[config.mk]
export PLATFORM = sky130hd
export DESIGN_NAME = dir_scanner
export DESIGN_NICKNAME = d
export VERILOG_FILES = /design/src/rtl/othello_pkg.sv /design/src/rtl/scan_step.sv /design/src/rtl/dir_scanner.sv
export SDC_FILE = /design/constraint.sdc
export NUM_CORES = 1
export LEC_CHECK = 0
export BUFFER_PORTS_ARGS = -buffer_cell sky130_fd_sc_hd__buf_2
export CORE_ASPECT_RATIO = 1.4
export CORE_MARGIN = 2
export CORE_UTILIZATION = 30
export CTS_BUF_LIST = sky130_fd_sc_hd__clkbuf_4
export DETAILED_ROUTE_END_ITERATION = 10
export SLEW_MARGIN = 5
export SYNTH_ARGS = -nofsm -noshare
export SYNTH_HDL_FRONTEND = slang
export SYNTH_SLANG_ARGS = --single-unit
[constraint.sdc]
create_clock -name clock -period 3.3 [get_ports clock]
set_input_delay 0.165 -clock clock [delete_from_list [all_inputs] [get_ports clock]]
set_output_delay 0.165 -clock clock [all_outputs]
set_load 0.005 [all_outputs]
[src/rtl/othello_pkg.sv]
// othello_pkg -- shared definitions for the Othello direction scanner.
//   Cell encodings, direction codes, scan modes, the per-direction dx/dy
//   delta table, colour helpers and the scanner FSM state type.
package othello_pkg;

  // Board cell encodings as stored in board memory.
  localparam logic [1:0] CELL_EMPTY = 2'b00;
  localparam logic [1:0] CELL_BLACK = 2'b01;
  localparam logic [1:0] CELL_WHITE = 2'b10;

  // Direction codes (y grows downward).
  localparam logic [2:0] DIR_U  = 3'd0;
  localparam logic [2:0] DIR_D  = 3'd1;
  localparam logic [2:0] DIR_L  = 3'd2;
  localparam logic [2:0] DIR_R  = 3'd3;
  localparam logic [2:0] DIR_UL = 3'd4;
  localparam logic [2:0] DIR_UR = 3'd5;
  localparam logic [2:0] DIR_DL = 3'd6;
  localparam logic [2:0] DIR_DR = 3'd7;

  localparam logic MODE_VALIDATE = 1'b0;
  localparam logic MODE_FLIP     = 1'b1;

  typedef enum logic [2:0] {
    S_IDLE,
    S_STEP,
    S_REQ,
    S_WAIT,
    S_EVAL,
    S_WRITE,
    S_DONE
  } state_t;

  // Delta table: two's-complement -1/0/+1 in two bits.
  function automatic logic [1:0] dir_dx(input logic [2:0] dir);
    case (dir)
      DIR_L, DIR_UL, DIR_DL: dir_dx = 2'b11;
      DIR_R, DIR_UR, DIR_DR: dir_dx = 2'b01;
      default:               dir_dx = 2'b00;
    endcase
  endfunction

  function automatic logic [1:0] dir_dy(input logic [2:0] dir);
    case (dir)
      DIR_U, DIR_UL, DIR_UR: dir_dy = 2'b11;
      DIR_D, DIR_DL, DIR_DR: dir_dy = 2'b01;
      default:               dir_dy = 2'b00;
    endcase
  endfunction

  function automatic logic [1:0] own_colour(input logic player);
    own_colour = player ? CELL_WHITE : CELL_BLACK;
  endfunction

  function automatic logic [1:0] opp_colour(input logic player);
    opp_colour = player ? CELL_BLACK : CELL_WHITE;
  endfunction

endpackage

[src/rtl/scan_step.sv]
// scan_step -- combinational next-position and bounds check.
//   x, y      in  3  current position
//   dir       in  3  direction code
//   nx, ny    out 3  position one step along dir (low bits, valid if on_board)
//   on_board  out 1  next position lies inside the 8x8 board
module scan_step
  import othello_pkg::*;
(
  input  logic [2:0] x,
  input  logic [2:0] y,
  input  logic [2:0] dir,
  output logic [2:0] nx,
  output logic [2:0] ny,
  output logic       on_board
);

  logic [1:0] dx;
  logic [1:0] dy;
  logic [3:0] sx;
  logic [3:0] sy;

  // One extra bit catches both -1 (4'b1111) and 8 (4'b1000) as off-board.
  always_comb begin
    dx       = dir_dx(dir);
    dy       = dir_dy(dir);
    sx       = {1'b0, x} + {{2{dx[1]}}, dx};
    sy       = {1'b0, y} + {{2{dy[1]}}, dy};
    nx       = sx[2:0];
    ny       = sy[2:0];
    on_board = ~sx[3] & ~sy[3];
  end

endmodule

[src/rtl/dir_scanner.sv]
// dir_scanner -- scans one board direction from an origin cell.
//   validate: counts the opponent run and records whether it is capped by
//   an own piece (valid_mask[dir], per-direction run length, flip_count).
//   flip: writes the player colour over the run recorded by the last
//   validate of that direction.
// Ports:
//   clock, reset          rising-edge clock, synchronous active-low reset
//   start, mode, dir,     scan request and its parameters (sampled with start)
//   player, org_x, org_y
//   mem_addr/mem_rdata    board read port, data RD_LAT cycles after address
//   mem_wdata/mem_we      board write port
//   busy, s_done          activity flag and one-cycle completion pulse
//   valid_mask, flip_count validate results
// Build option: DIR_SCANNER_DIAG_EN enables the diagonal directions 4-7;
//   without it those directions finish immediately as invalid.
module dir_scanner
  import othello_pkg::*;
#(
  parameter int RD_LAT = 1
) (
  input  logic       clock,
  input  logic       reset,
  input  logic       start,
  input  logic       mode,
  input  logic [2:0] dir,
  input  logic       player,
  input  logic [2:0] org_x,
  input  logic [2:0] org_y,
  output logic [5:0] mem_addr,
  input  logic [1:0] mem_rdata,
  output logic [1:0] mem_wdata,
  output logic       mem_we,
  output logic       busy,
  output logic       s_done,
  output logic [7:0] valid_mask,
  output logic [2:0] flip_count
);

`ifdef DIR_SCANNER_DIAG_EN
  localparam logic DIAG_EN = 1'b1;
`else
  localparam logic DIAG_EN = 1'b0;
`endif

  state_t          state_q, state_d;
  logic            mode_q, mode_d;
  logic [2:0]      dir_q, dir_d;
  logic            player_q, player_d;
  logic [2:0]      org_x_q, org_x_d;
  logic [2:0]      org_y_q, org_y_d;
  logic [2:0]      pos_x_q, pos_x_d;
  logic [2:0]      pos_y_q, pos_y_d;
  logic [2:0]      cnt_q, cnt_d;        // run length (validate) / writes left (flip)
  logic            res_valid_q, res_valid_d;
  logic [7:0]      valid_mask_q, valid_mask_d;
  logic [2:0]      flip_count_q, flip_count_d;
  logic [7:0][2:0] cnt_reg_q, cnt_reg_d;

  logic [2:0] base_x;
  logic [2:0] base_y;
  logic [2:0] nxt_x;
  logic [2:0] nxt_y;
  logic       nxt_on;

  // The first step starts from the origin; later steps from the current cell.
  assign base_x = (state_q == S_STEP) ? org_x_q : pos_x_q;
  assign base_y = (state_q == S_STEP) ? org_y_q : pos_y_q;

  scan_step u_step (
    .x        (base_x),
    .y        (base_y),
    .dir      (dir_q),
    .nx       (nxt_x),
    .ny       (nxt_y),
    .on_board (nxt_on)
  );

  always_comb begin
    state_d      = state_q;
    mode_d       = mode_q;
    dir_d        = dir_q;
    player_d     = player_q;
    org_x_d      = org_x_q;
    org_y_d      = org_y_q;
    pos_x_d      = pos_x_q;
    pos_y_d      = pos_y_q;
    cnt_d        = cnt_q;
    res_valid_d  = res_valid_q;
    valid_mask_d = valid_mask_q;
    flip_count_d = flip_count_q;
    cnt_reg_d    = cnt_reg_q;

    case (state_q)
      S_IDLE: begin
        if (start) begin
          mode_d      = mode;
          dir_d       = dir;
          player_d    = player;
          org_x_d     = org_x;
          org_y_d     = org_y;
          cnt_d       = 3'd0;
          res_valid_d = 1'b0;
          state_d     = S_STEP;
        end
      end
      S_STEP: begin
        pos_x_d = nxt_x;
        pos_y_d = nxt_y;
        if (!nxt_on || (dir_q[2] && !DIAG_EN)) begin
          state_d = S_DONE;
        end else if (mode_q == MODE_VALIDATE) begin
          state_d = S_REQ;
        end else if (cnt_reg_q[dir_q] == 3'd0) begin
          state_d = S_DONE;
        end else begin
          cnt_d   = cnt_reg_q[dir_q];
          state_d = S_WRITE;
        end
      end
      S_REQ: begin
        state_d = (RD_LAT > 1) ? S_WAIT : S_EVAL;
      end
      S_WAIT: begin
        state_d = S_EVAL;
      end
      S_EVAL: begin
        if (mem_rdata == opp_colour(player_q)) begin
          cnt_d   = cnt_q + 3'd1;
          pos_x_d = nxt_x;
          pos_y_d = nxt_y;
          // Running off the board means the run was never capped.
          state_d = nxt_on ? S_REQ : S_DONE;
        end else begin
          res_valid_d = (mem_rdata == own_colour(player_q)) && (cnt_q != 3'd0);
          state_d     = S_DONE;
        end
      end
      S_WRITE: begin
        if (cnt_q == 3'd1 || !nxt_on) begin
          state_d = S_DONE;
        end else begin
          cnt_d   = cnt_q - 3'd1;
          pos_x_d = nxt_x;
          pos_y_d = nxt_y;
        end
      end
      S_DONE: begin
        if (mode_q == MODE_VALIDATE) begin
          valid_mask_d[dir_q] = res_valid_q;
          cnt_reg_d[dir_q]    = res_valid_q ? cnt_q : 3'd0;
          flip_count_d        = cnt_q;
        end
        state_d = S_IDLE;
      end
      default: state_d = S_IDLE;
    endcase
  end

  always_ff @(posedge clock) begin
    if (!reset) begin
      state_q      <= S_IDLE;
      mode_q       <= 1'b0;
      dir_q        <= 3'd0;
      player_q     <= 1'b0;
      org_x_q      <= 3'd0;
      org_y_q      <= 3'd0;
      pos_x_q      <= 3'd0;
      pos_y_q      <= 3'd0;
      cnt_q        <= 3'd0;
      res_valid_q  <= 1'b0;
      valid_mask_q <= 8'd0;
      flip_count_q <= 3'd0;
      cnt_reg_q    <= '0;
    end else begin
      state_q      <= state_d;
      mode_q       <= mode_d;
      dir_q        <= dir_d;
      player_q     <= player_d;
      org_x_q      <= org_x_d;
      org_y_q      <= org_y_d;
      pos_x_q      <= pos_x_d;
      pos_y_q      <= pos_y_d;
      cnt_q        <= cnt_d;
      res_valid_q  <= res_valid_d;
      valid_mask_q <= valid_mask_d;
      flip_count_q <= flip_count_d;
      cnt_reg_q    <= cnt_reg_d;
    end
  end

  always_comb begin
    mem_addr  = 6'd0;
    mem_wdata = CELL_EMPTY;
    if (state_q == S_REQ || state_q == S_WAIT || state_q == S_WRITE) begin
      mem_addr = {pos_y_q, pos_x_q};
    end
    if (state_q == S_WRITE) begin
      mem_wdata = own_colour(player_q);
    end
  end

  assign mem_we     = (state_q == S_WRITE);
  assign busy       = (state_q != S_IDLE);
  assign s_done     = (state_q == S_DONE);
  assign valid_mask = valid_mask_q;
  assign flip_count = flip_count_q;

endmodule

==> summary.md, run 1 <==
| Metric | Value |
|---|---|
| Global-route wire length before repair | `around 12000 um` |
| Hpwl dp | `about 5400 um` |
| Sequential share of the synthesized area | `between 30% and 40%` |
| Flops & latches, synth | `59` |
| Post-synth top area cell | `dfxtp_1` |
| Arrival time worst endpoint | `~3400 ps` |
| Final nets | `roughly 410` |
| Largest net degree at the start of global routing | `61` |
| Clock root buffer master | `clkbuf_4` |
| Met1 usage | `roughly 16%` |
| Routed vias | `approximately 2500` |
| Crit-path max FO | `9` |
| RSZ-0062 raised after global routing | `false` |
| CTS buffer count | `9` |
| Synth top area share | `between 30% and 40%` |
| # IOs | `38` |
| Leakage power | `between 1.5 and 2 nW` |
| Period minus WS final | `3040 ps` |
| Initial antenna violation count | `0` |
| Diodes inserted | `0` |
| CTS tree | `yes` |
| Worst vdd ir | `approximately 0.18 mV` |
| Worst setup SP type | `flop` |
| Setup Skew | `roughly 25 ps` |
| FMAX | `around 0.33 GHz` |
| Power, Total | `roughly 2.0 mW` |
| Synth warnings | `0` |
| Max_slew headroom | `between 40% and 50%` |
| Fillers | `1126` |
| Top post-synthesis cells by area | `dfxtp_1 36%, mux2i_1 14%, nor2b_1 7.4%` |
| Routed len/inst | `between 10 and 15 um` |
| Core Rows | `45` |
| Final Cell Area | `about 0.0037 mm^2` |
| Routing usage on met3 | `a little over 3%` |
| Number of global-route vias before repair | `~2500` |
| Syn Area/Cell | `~9.5 um^2` |
| Hold/Removal Path Class | `in -> reg` |
| # clock sinks | `around 60` |
| Most numerous cell in the Yosys netlist | `dfxtp_1` |
| Area after DPL | `0.003582 mm^2` |
| Die height | `~130 um` |
| Total grt overflow | `0` |
| Starting Density | `between 30 and 40%` |
| Number of setup buffers added after CTS | `0` |
| Area of the mapped netlist | `0.003281 mm^2` |
| Final setup viols | `0` |
| Outcome | `finished, final reports clean` |
| Gr usage total | `13.08%` |
| Final core occ | `34.87%` |
| Synth top cells by count | `59 x dfxtp_1, 45 x mux2i_1, 41 x nand2_1` |
| Setup CP Type | `reg -> reg` |
| P per Cell Area | `roughly 530 mW/mm^2` |
| Placed cell count | `a little over 500` |
| Fin cells | `between 500 and 600` |
| DIE AREA | `about 0.012 mm^2` |
| Area Overhead vs Synth | `14.30%` |
| Placer Congestion | `between 0.8 and 0.9` |
| Cells after synthesis | `between 300 and 400` |
| Max Cap Violations | `0` |
| DRT Pass-1 Iters | `6` |
| Syn nets | `~380` |
| Element type at the critical path end | `flop` |
| Max-slew violations | `0` |
| # DRC | `0` |
| Core Area | `0.01075 mm^2` |
| Reg-to-reg slack, setup | `around 260 ps` |
| Maximum buffer depth of the clock tree | `2` |
| Least-Margin Pin Slew | `854.7 ps` |
| GRT busiest layer | `met2` |
| Vias per cell | `roughly 4.7` |
| Top_reg_cell synth | `dfxtp_1` |
| Async set-or-reset flop fraction in the synthesized netlist | `0%` |
| Post-synth EDFFs | `0` |
| Clock latency on the worst-skew pair | `~410 ps` |
| Ratio of cells with drive above 1 in the final layout | `20.51%` |
| IO buf count | `37` |
| Number of DRC markers in iteration 0 | `75` |
| ANT nets after route | `0` |
| Die width | `~92 um` |
| CTS H-tree lvls | `3` |
| Final Hold Violating Endpoints | `0` |
| Final Cycle Share | `between 90% and 100%` |
| Worst Path Required | `between 3000 and 4000 ps` |
| GR Util met2 | `22.50%` |
| Synth cell types | `47` |
| Setup TNS | `0 ps` |
| Worst-path clk slew | `approximately 120 ps` |
| WL final | `7436 um` |
==> registers in the layout (all words and copies together), names as in the netlist <==
register,flops
cnt_q,3
player_q,1
dir_q,3
flip_count,3
state_q,3
org_x_q,3
org_y_q,3
res_valid_q,1
valid_mask,8
pos_y_q,3
mode_q,1
pos_x_q,3
cnt_reg_q,24
==> path summary, 6_finish.rpt <==
path	cells after the start	endpoint	start
max	11	cnt_q[2]	state_q[2]
min	3	org_x_q[2]	org_x[2]
max reg2reg	11	cnt_q[2]	state_q[2]
min reg2reg	2	org_x_q[0]	org_x_q[0]
==> per-layer routing <==
metal	part of all wire, %	wire (um)
met4	2.5	187
met3	3.1	231
met2	49	3676
met1	45	3340
met5	0	0
==> logic make-up (layout without fill, tap and decap cells) <==
logic type / count (synthesis) / after routing / synth area share, %
AND/OR/NAND/NOR: 133 / 133 / 21.89
AO/OA/AOI/OAI: 44 / 44 / 10.72
XOR/XNOR: 4 / 4 / 1.068
adder cells (fa/ha/maj): 12 / 12 / 5.034
buffers and inverters: 40 / 83 / 5.491
multiplexers: 55 / 55 / 19.79
flip-flops: 59 / 59 / 36.00
==> cells in the final DEF (no fill, tap or decap), types with 4 or more instances in the layout <==
master and instances:
nor2_1 9, nor2b_1 39, a21oi_1 6, inv_1 15, mux2_2 4, clkinv_1 4, mux2i_1 45, nor2_2 4
xnor2_1 4, and3_1 5, nor3_1 5, clkbuf_4 10, ha_1 10, buf_2 37, dfxtp_1 57, and2_1 14
a21boi_0 15, nand3_1 6, buf_4 7, o22ai_1 4, dlygate4sd3_1 6, mux4_1 5, nand2_1 41
==> stage by stage <==
stage / hold slack, ps / setup WS, ps
finish: 24.42 / 260.0
global route: 16.81 / 15.89
CTS: 1.443 / 100.4
detailed placement: 429.8 / 130.7
global placement: 425.1 / 270.8
floorplan: 309.9 / 33.56
==> timing repair <==
| item | 4_1_cts | 5_1_grt |
|---|---|---|
| hold buffers | 6 | 0 |
| setup endpoints to repair | 0 | 9 |
| endpoints found under the hold margin | 6 | 0 |
| gates resized for setup | 0 | 6 |
==> where the power goes <==
group,switching (mW),leakage (nW),internal (mW)
Combinational,0.404,1.04,0.323
Sequential,0.0696,0.479,0.773
Clock,0.261,0.0585,0.150
Total,0.735,1.58,1.25
==> critical path, stage by stage, from the launching register on <==
cell	delay, ps
dfxtp_2	390
inv_4	120
and3_2	240
mux2_2	340
ha_1	350
a21oi_2	230
and3_1	200
nand2_1	70
a21oi_2	190
nand3_2	130
a2111oi_4	480
mux2i_1	230
==> cell type report <==
cell class                 instances  area, um^2  area share (%)
multi-input combinational        248        1926           51.35
sequential                        59        1184           31.56
timing repair buffer              50       297.8           7.941
tap                              141       176.4           4.705
clock buffer                      10       75.07           2.002
inverter                          18       70.07           1.869
clock inverter                     5       21.27          0.5672
(Power assumes the default switching activity.)
==> inputs of run 2 (changes only) <==
CORE_UTILIZATION = 45   (was 30)
PLACE_DENSITY = 0.67   (was unset)
clock period = 2.5 ns   (was 3.3 ns; I/O delays follow)
==> summary.md, run 2 (same netlist as run 1, synthesis figures left out) <==
| Metric | Value |
|---|---|
| Outcome | `complete, but fails checks` |
| Violated checks | `setup timing` |
| Routed len/inst | `14.64 um (+4.5%)` |
| Placer Congestion | `0.8353 (-2.8%)` |
| P per Cell Area | `772.3 mW/mm^2 (+46%)` |
| # DRC | `0 (unchanged)` |
| Number of global-route vias before repair | `2583 (+3.1%)` |
| Area Overhead vs Synth | `23.26%` |
| Final setup margin | `-244.1 ps (-504.1 ps)` |
| Delay-heaviest family, CP | `compound AO/OA/AOI/OAI gates` |
| # clock sinks | `59 (unchanged)` |
| Total grt overflow | `0 (unchanged)` |
| Most frequent CP cell | `and3_4` |
| Worst setup SP type | `flop` |
| Leakage power | `1.726 nW (+9.3%)` |
| Die width | `76.16 um (-18%)` |
| Max stage delay cell, worst path | `dfxtp_4` |
| ANT nets after route | `0 (unchanged)` |
| DRT Pass-1 Iters | `4 (-2)` |
| Crit path buf inv count | `2 (+1)` |
| CTS tree | `yes` |
| Routed vias | `2611 (+4.1%)` |
| Setup TNS | `-2110 ps (-2110 ps)` |
| Final nets | `437 (+5.6%)` |
| Maximum buffer depth of the clock tree | `2 (unchanged)` |
| Placement Setup Slack | `-292.0 ps (-422.7 ps)` |
| Worst vdd ir | `0.3621 mV (+110%)` |
| IO buf count | `37 (unchanged)` |
| Final core occ | `57.55% (+23 points)` |
| Worst path cell trace | `inv_8, and3_4, mux2_4, ha_4, nand3_4, and3_4, o211ai_1, a22oi_2, buf_4, o211ai_4, mux2i_1, and2_1` |
| Hpwl dp | `5246 um (-3.1%)` |
| Diodes inserted | `0 (unchanged)` |
| Hold/Removal Path Class | `in -> reg` |
| Critical path's largest stage delay | `380 ps (-100 ps)` |
| Worst-path clk slew | `110 ps (about the same)` |
| Setup Skew | `19.16 ps (-5.635 ps)` |
| Gr usage total | `19.46% (+6.4 points)` |
| RSZ-0062 raised after global routing | `true` |
| # IOs | `38 (unchanged)` |
| Worst Setup SP | `state_q[2]` |
| FMAX | `0.3644 GHz (+11%)` |
| Max Cap Violations | `0 (unchanged)` |
| Crit. path cell count | `12 (+1)` |
| Number of DRC markers in iteration 0 | `80 (+6.7%)` |
| Vias per cell | `5.130 (+8.6%)` |
| Crit path capture | `pos_x_q[1]` |
| Max-slew violations | `0 (unchanged)` |
| Reg with most FFs | `cnt_reg_q` |
| CTS H-tree lvls | `3 (unchanged)` |
| Final Cycle Share | `109.8% (+18 points)` |
| Least-Margin Pin Slew | `741.1 ps (-113.6 ps)` |
| Clock latency on the worst-skew pair | `430 ps (+20 ps)` |
| Reg-to-reg slack, setup | `-240 ps (-500 ps)` |
| Largest net degree at the start of global routing | `53 (-13%)` |
| CTS buffer count | `9 (unchanged)` |
| Initial antenna violation count | `0 (unchanged)` |
| Power, Total | `3.123 mW (+58%)` |
| DIE AREA | `0.007999 mm^2 (-32%)` |
| Clock root buffer master | `clkbuf_4` |
| WL final | `7450 um (+0.19%)` |
| Global-route wire length before repair | `12280 um (+0.80%)` |
| Core Area | `0.007027 mm^2 (-35%)` |
| Element type at the critical path end | `flop` |
| Reg-to-reg startpoint | `state_q[2]` |
| Placed cell count | `475 (-6.9%)` |
| Worst r2r dst | `pos_x_q[1]` |
| Ratio of cells with drive above 1 in the final layout | `27.54% (+7.0 points)` |
| Core Rows | `36 (-20%)` |
| Most common cell after layout, fill and taps aside | `dfxtp_1` |
| Crit-path max FO | `7 (-2)` |
| Starting Density | `46.69% (+16 points)` |
| Most frequent cells in the layout | `57 x dfxtp_1, 45 x mux2i_1, 40 x nand2_1, 39 x nor2b_1, 37 x buf_2` |
| Worst Path Required | `2870 ps (-780 ps)` |
| Final Hold Violating Endpoints | `0 (unchanged)` |
| Fin cells | `509 (-4.1%)` |
| Final setup viols | `10 (+10)` |
| Max_slew headroom | `50.59% (+7.6 points)` |
| Worst R2R Path Depth | `12 (+1)` |
| Period minus WS final | `2744 ps (-295.9 ps)` |
| Max FFs per register | `24 (unchanged)` |
| Die height | `105.0 um (-18%)` |
| Arrival time worst endpoint | `3120 ps (-270 ps)` |
| Setup CP Type | `reg -> reg` |
run 2: per-stage QoR:
stage          cell area, um^2  hold WS [ps]
4_1_cts                   4009         50.07
6_report                  4044         73.14
5_1_grt                   4044         115.3
2_1_floorplan             3388         269.9
3_5_place_dp              3691         389.9
3_3_place_gp              3691         380.6
run 2: layout make-up:
class	count	area, um^2
clock buffer	9	67.56
sequential	59	1186
inverter	18	80.08
fill	660	2983
clock inverter	7	92.59
tap	95	118.9
multi-input combinational	248	2016
timing repair buffer	73	483.0
run 2: what timing repair did:
action / in CTS / in global routing
hold buffers: 11 / 0
buffers inserted: 5 / 2
endpoints found under the setup margin: 10 / 12
endpoints found under the hold margin: 11 / 0
gates resized for setup: 5 / 5
pin swaps: 8 / 5
run 2: worst min path at each step:
stage | startpoint | to | slack (ps) | cells after the start
after CTS | start | state_q[1] | 50 | 3
after floorplan | dir[2] | dir_q[2] | 270 | 2
after global placement | org_y[2] | org_y_q[2] | 380 | 3
final | start | state_q[1] | 70 | 3
after detailed placement | org_y[2] | org_y_q[2] | 390 | 3
after global routing | start | state_q[1] | 120 | 3
run 2: worst register-to-register path, delay by kind of cell (launching register included):
family / cells / cell delay (ps)
AO/OA/AOI/OAI: 3 / 670
flip-flops: 1 / 380
multiplexers: 2 / 540
buffers and inverters: 2 / 210
adder cells (fa/ha/maj): 1 / 300
AND/OR/NAND/NOR: 4 / 610
run 2: layer usage:
metal  track usage, %  share of wire, %  vias up  wire (um)
li1                 -                 -     1305          -
met1            21.98                42     1232       3131
met2            33.74                51       50       3798
met3            3.195               3.4       24        250
met4            12.60               3.6        0        269
met5                0                 0        -          0
run 2: power breakdown:
group / total (mW) / leakage [nW] / switching (mW) / internal [mW]
clock: 0.794 / 0.0796 / 0.392 / 0.401
combinational: 1.23 / 1.17 / 0.635 / 0.596
sequential: 1.10 / 0.479 / 0.0758 / 1.02
